File: src/rtl/osd_cmd_seq_if.sv
// Host-side write stream into the OSD command sequencer.
// The master drives words; the slave (sequencer) returns ready.
interface osd_cmd_seq_if;
  logic        wr_valid;
  logic [15:0] wr_data;
  logic        wr_last;
  logic        wr_ready;

  modport master (output wr_valid, output wr_data, output wr_last, input wr_ready);
  modport slave  (input wr_valid, input wr_data, input wr_last, output wr_ready);
endinterface

File: src/rtl/osd_cmd_seq.sv
// Buffers host OSD command packets in a FIFO and replays them onto the OSD bus
// with packet framing (io_osd), per-word strobe timing and an inter-packet gap.
module osd_cmd_seq #(
  parameter int unsigned DEPTH_LOG2 = 5,
  parameter int unsigned STROBE_LEN = 2,
  parameter int unsigned HOLD_LEN   = 2,
  parameter int unsigned GAP_LEN    = 4
) (
  input  logic                clk_sys,
  input  logic                reset,
  osd_cmd_seq_if.slave        wr,
  input  logic                abort,
  output logic                io_osd,
  output logic                io_strobe,
  output logic [15:0]         io_din,
  output logic                busy,
  output logic [DEPTH_LOG2:0] fifo_level,
  output logic                pkt_done
);

  localparam int unsigned Depth  = 1 << DEPTH_LOG2;
  localparam int unsigned MaxSg  = (STROBE_LEN > HOLD_LEN) ? STROBE_LEN : HOLD_LEN;
  localparam int unsigned MaxLen = (MaxSg > GAP_LEN) ? MaxSg : GAP_LEN;
  localparam int unsigned CntW   = $clog2(MaxLen + 1);

  typedef enum logic [2:0] {StIdle, StSetup, StStrobe, StHold, StWait, StGap} state_e;

  logic [16:0]           r_mem [Depth];
  logic [DEPTH_LOG2-1:0] r_wr_ptr, r_rd_ptr;
  logic [DEPTH_LOG2:0]   r_level, r_pkt_count;
  state_e                r_state, w_state_next;
  logic [CntW-1:0]       r_cnt, w_cnt_next, w_len_m1;
  logic                  r_last, r_osd, r_strobe, r_pkt_done;
  logic [15:0]           r_din;
  logic                  w_full, w_empty, w_push, w_pop, w_cnt_end, w_done;
  logic [16:0]           w_head;

  assign w_full      = (r_level == (DEPTH_LOG2 + 1)'(Depth));
  assign w_empty     = (r_level == '0);
  assign wr.wr_ready = !w_full && !abort && !reset;
  assign w_push      = wr.wr_valid && wr.wr_ready;
  // SETUP is only entered with a non-empty FIFO, so its pop never underflows.
  assign w_pop       = (r_state == StSetup) && !abort;
  assign w_head      = r_mem[r_rd_ptr];

  always_ff @(posedge clk_sys) begin
    if (w_push) r_mem[r_wr_ptr] <= {wr.wr_last, wr.wr_data};
  end

  always_ff @(posedge clk_sys) begin
    if (reset || abort) begin
      r_wr_ptr    <= '0;
      r_rd_ptr    <= '0;
      r_level     <= '0;
      r_pkt_count <= '0;
    end else begin
      if (w_push) r_wr_ptr <= r_wr_ptr + 1'b1;
      if (w_pop)  r_rd_ptr <= r_rd_ptr + 1'b1;
      if (w_push && !w_pop)      r_level <= r_level + 1'b1;
      else if (!w_push && w_pop) r_level <= r_level - 1'b1;
      if ((w_push && wr.wr_last) && !(w_pop && w_head[16]))      r_pkt_count <= r_pkt_count + 1'b1;
      else if (!(w_push && wr.wr_last) && (w_pop && w_head[16])) r_pkt_count <= r_pkt_count - 1'b1;
    end
  end

  always_comb begin
    w_len_m1 = '0;
    case (r_state)
      StStrobe: w_len_m1 = CntW'(STROBE_LEN - 1);
      StHold:   w_len_m1 = CntW'(HOLD_LEN - 1);
      StGap:    w_len_m1 = CntW'(GAP_LEN - 1);
      default:  w_len_m1 = '0;
    endcase
  end

  assign w_cnt_end = (r_cnt == w_len_m1);

  always_comb begin
    w_state_next = r_state;
    w_done       = 1'b0;
    unique case (r_state)
      StIdle:   if (r_pkt_count != '0 || w_full) w_state_next = StSetup;
      StSetup:  w_state_next = StStrobe;
      StStrobe: if (w_cnt_end) w_state_next = StHold;
      StHold: begin
        if (w_cnt_end) begin
          if (r_last) begin
            w_state_next = StGap;
            w_done       = 1'b1;
          end else if (!w_empty) begin
            w_state_next = StSetup;
          end else begin
            w_state_next = StWait;
          end
        end
      end
      StWait:   if (!w_empty) w_state_next = StSetup;
      StGap:    if (w_cnt_end) w_state_next = StIdle;
      default:  w_state_next = StIdle;
    endcase
    if (abort) begin
      w_state_next = StGap;
      w_done       = 1'b0;
    end
    w_cnt_next = (abort || w_state_next != r_state) ? '0 : r_cnt + 1'b1;
  end

  // Bus outputs are registered from the current state, so they trail it by one cycle.
  always_ff @(posedge clk_sys) begin
    if (reset) begin
      r_state    <= StIdle;
      r_cnt      <= '0;
      r_osd      <= 1'b0;
      r_strobe   <= 1'b0;
      r_din      <= '0;
      r_last     <= 1'b0;
      r_pkt_done <= 1'b0;
    end else begin
      r_state    <= w_state_next;
      r_cnt      <= w_cnt_next;
      r_pkt_done <= w_done;
      if (abort) begin
        r_osd    <= 1'b0;
        r_strobe <= 1'b0;
      end else begin
        r_osd    <= (r_state == StSetup) || (r_state == StStrobe) ||
                    (r_state == StHold)  || (r_state == StWait);
        r_strobe <= (r_state == StStrobe);
      end
      if (w_pop) begin
        r_din  <= w_head[15:0];
        r_last <= w_head[16];
      end
    end
  end

  assign io_osd     = r_osd;
  assign io_strobe  = r_strobe;
  assign io_din     = r_din;
  assign busy       = (r_state != StIdle);
  assign fifo_level = r_level;
  assign pkt_done   = r_pkt_done;

endmodule

File: src/flat_wrapper.sv
// flat-port wrapper written by rule: the top's interface ports become plain ports
module osd_cmd_seq_flat 
#(
  parameter int unsigned DEPTH_LOG2 = 5,
  parameter int unsigned STROBE_LEN = 2,
  parameter int unsigned HOLD_LEN   = 2,
  parameter int unsigned GAP_LEN    = 4
)
  (clk_sys, reset, abort, io_osd, io_strobe, io_din, busy, fifo_level, pkt_done, wr_wr_valid, wr_wr_data, wr_wr_last, wr_wr_ready);
  osd_cmd_seq_if wr_i ();
  input  logic clk_sys;
  input  logic reset;
  input  logic abort;
  output logic io_osd;
  output logic io_strobe;
  output logic [15:0] io_din;
  output logic busy;
  output logic [DEPTH_LOG2:0] fifo_level;
  output logic pkt_done;
  input wire logic [$bits(wr_i.wr_valid)-1:0] wr_wr_valid;
  input wire logic [$bits(wr_i.wr_data)-1:0] wr_wr_data;
  input wire logic [$bits(wr_i.wr_last)-1:0] wr_wr_last;
  output wire logic [$bits(wr_i.wr_ready)-1:0] wr_wr_ready;
  assign wr_i.wr_valid = wr_wr_valid;
  assign wr_i.wr_data = wr_wr_data;
  assign wr_i.wr_last = wr_wr_last;
  assign wr_wr_ready = wr_i.wr_ready;
  osd_cmd_seq #(.DEPTH_LOG2(DEPTH_LOG2), .STROBE_LEN(STROBE_LEN), .HOLD_LEN(HOLD_LEN), .GAP_LEN(GAP_LEN)) u_core (.clk_sys(clk_sys), .reset(reset), .wr(wr_i), .abort(abort), .io_osd(io_osd), .io_strobe(io_strobe), .io_din(io_din), .busy(busy), .fifo_level(fifo_level), .pkt_done(pkt_done));
endmodule
File: config.mk
export PLATFORM = sky130hd
export DESIGN_NAME = osd_cmd_seq_flat
export DESIGN_NICKNAME = d
export VERILOG_FILES = /design/src/rtl/osd_cmd_seq_if.sv /design/src/rtl/osd_cmd_seq.sv /design/src/flat_wrapper.sv
export SDC_FILE = /design/constraint.sdc
export NUM_CORES = 1
export LEC_CHECK = 0
export ABC_AREA = 1
export CORE_UTILIZATION = 44
export CTS_CLUSTER_DIAMETER = 100
export CTS_CLUSTER_SIZE = 16
export DETAILED_ROUTE_END_ITERATION = 10
export PLACE_DENSITY = 0.58
export SYNTH_ARGS = -nofsm -noshare
export SYNTH_HDL_FRONTEND = slang
export SYNTH_SLANG_ARGS = --single-unit
File: constraint.sdc
create_clock -name clk_sys -period 3.2 [get_ports clk_sys]
set_input_delay 0.8 -clock clk_sys [delete_from_list [all_inputs] [get_ports clk_sys]]
set_output_delay 0.8 -clock clk_sys [all_outputs]
set_load 0.01 [all_outputs]
==> out/metrics.yaml <==
wl_met2_um: 29900
p_leak_nw: 9.38
clockRootBuffer: "clkbuf_16"
numPortBuffers: 47
dp_hpwl_um: 37500
via_per_inst: 5.53
die_x_um: 237
cpMaxStageDelayCell: "clkdlybuf4s50_1"
synth-seq-area-share: 0.716
drv_cap: 0
hp-class: "reg -> reg"
outcome: "completed"
worstPathCellList: "clkdlybuf4s50_1, nor2_4, buf_4, clkinv_1, a31oi_1, dlygate4sd2_1"
final_layout_size_suffix_gt1_frac: 0.0872
setup_viol: 0
rsz0062_at_grt: "false"
crit_buf_inv: 4
setup.worst_path.start: "abort"
clockBufferDepth: 3
synth-main-ff-cell: "edfxtp_1"
grt_overflow: 0
ys_types: 36
path_clk_slew_ns: 0.07
ant_nets: 0
slew_headroom: 0.537
area_growth_pct: 12.0
max_freq_ghz: 0.341
cts_tree: "done"
ys_warn_count: 0
synth.avg_cell_area_um2: 11.9
synth_area_um2: 24300
core_area_um2: 54200
clock_latency_ns: 0.59
path_class: "in -> out"
tns_ns: 0
routed-wl-met3_um: 3760
grt_pass1_vias: 14866
grt_usage: 0.225
finalHoldViolCount: 0
num_vias: 15708
period_share: 0.916
whs_ns: 0.470
place.gp.congestion: 0.851
insertedDiodeCount: 0
syn_nets: 2089
drc: 0
cpPeakStageDelay_ns: 0.48
clkSinkCount: 597
cts_setup_buffers: 0
crit_path_start_kind: "input port"
cp.required_ns: 2.40
grt_max_degree: 69
start_util: 0.448
synth_enable_flop_cells: 544
io_pins: 48
ys_ff_latch: 597
detail_route.wl_per_cell_um: 22.1
num_rows: 85
highest_layer: "met4"
crit_fanout: 9
arrival_ns: 2.13
first_iter_violations: 1417
report.final.slew_viol_count: 0
cts_inserted_buffers: 43
pwr_density_cell_nw_per_um2: 541
finClkSkew_ns: 0.0205
htree_levels: 2
wl_met1_um: 27400
die_h_um: 237
dieArea_um2: 56200
final_util: 0.502
fin_nets: 2159
grt_antenna_before_repair: 0
worst_pin_slew_ns: 0.695
grt_pass1_wl_um: 93900
vdd_drop_max_uv: 421
min_from: "u_core.r_rd_ptr[4]"
dr.pass1.iters: 6
period_minus_slack_ns: 2.93
cp_top_family: "buffers and inverters"
worst_setup_path_end_kind: "output port"
hold_buffers: 0
netlist_instances: 2050
synth-async-reset-ratio: 0
wl_um: 62900
## cell families (layout without fill, tap and decap cells)
logic type,Yosys count,in the layout,share of synthesized area
adder cells (fa/ha/maj),18,18,0.00988
AND/OR/NAND/NOR,788,788,0.132
XOR/XNOR,13,13,0.00468
buffers and inverters,205,300,0.0425
flip-flops,597,597,0.716
AO/OA/AOI/OAI,429,429,0.0947
## layer usage
metal	global-route usage	vias up
li1	-	7398
met1	0.313	7743
met2	0.363	487
met3	0.0325	80
met4	0.0775	0
met5	0	-
## where the power goes
part / total, W / switching [W] / internal, W
clock network: 0.00518 / 0.00257 / 0.00261
logic: 0.00101 / 0.000700 / 0.000306
registers: 0.00856 / 0.0000332 / 0.00853
total: 0.0147 / 0.00330 / 0.0114
## synth_stat cells, types with 9 or more instances
master | number | share of area
edfxtp_1 | 544 | 0.67
nand2_1 | 360 | 0.056
nor2_1 | 242 | 0.037
o21ai_0 | 220 | 0.045
nand3_1 | 171 | 0.035
o22ai_1 | 80 | 0.021
inv_1 | 76 | 0.012
a21oi_1 | 75 | 0.015
dfxtp_1 | 53 | 0.044
clkbuf_1 | 43 | 0.0066
o21ai_1 | 36 | 0.0074
buf_2 | 33 | 0.0068
buf_4 | 20 | 0.0062
ha_1 | 16 | 0.0082
buf_6 | 15 | 0.0069
a21oi_2 | 11 | 0.0040
buf_1 | 9 | 0.0014
## registers in the layout, summed over array words and instances, names as in the netlist, named ones only
register / cells
u_core.fifo_level: 6
u_core.pkt_done: 1
u_core.r_state: 3
u_core.r_last: 1
u_core.r_mem: 544
u_core.io_strobe: 1
u_core.io_din: 16
u_core.r_wr_ptr: 5
u_core.r_pkt_count: 6
u_core.r_rd_ptr: 5
u_core.io_osd: 1
u_core.r_cnt: 3
## area by class of cell
class	instances	area (um^2)
fill	4780	27000
sequential	597	17400
multi-input combinational	1248	5930
timing repair buffer	147	1470
clock buffer	69	1220
tap	696	871
inverter	83	322
clock inverter	1	16.3
## tightest hold or removal path: stages (launching register included)
cell and delay [ns]:
dfxtp_1 0.30, inv_1 0.05, a21oi_1 0.07
## placed cells by master, fill, tap and decap left out, types with 4 or more instances in the layout
master	synthesis	routed
xnor2_1	7	7
nand3_1	171	171
ha_1	16	16
dfxtp_1	53	50
nand4_1	4	4
nor2_1	242	228
o21ai_0	220	220
clkbuf_16	0	45
o21ai_1	36	36
nand2_1	360	360
a21oi_1	75	75
edfxtp_1	544	544
nor2_2	0	14
buf_4	20	80
inv_2	5	4
inv_1	76	76
buf_12	1	20
a21oi_2	11	11
xor2_1	6	6
clkbuf_1	43	24
o22ai_1	80	80
clkdlybuf4s50_1	0	46
## final timing paths
check	end	slack (ns)	cells after the start
worst max-delay path	wr_wr_ready	0.27	6
worst min-delay path	u_core.r_rd_ptr[4]	0.47	2
worst max register to register	u_core.r_pkt_count[5]	0.34	19
worst min register to register	u_core.r_rd_ptr[4]	0.47	2
## stage by stage
step | area (um^2) | std cells | total power (W) | worst slack, ns
after floorplan | 24300 | 2050 | 0.00929 | 0.305
after global placement | 26000 | 2771 | 0.00973 | -0.0742
after detailed placement | 26000 | 2771 | 0.00974 | -0.0658
after CTS | 27200 | 2841 | 0.0149 | 0.187
after global routing | 27200 | 2841 | 0.0152 | 0.0990
final | 27200 | 2841 | 0.0147 | 0.267
## what timing repair did
item | in CTS | in global routing
resized for setup | 1 | 1
cloned | 0 | 0
endpoints found under the setup margin | 1 | 1
No activity file was read; power rests on OpenSTA's default activity.
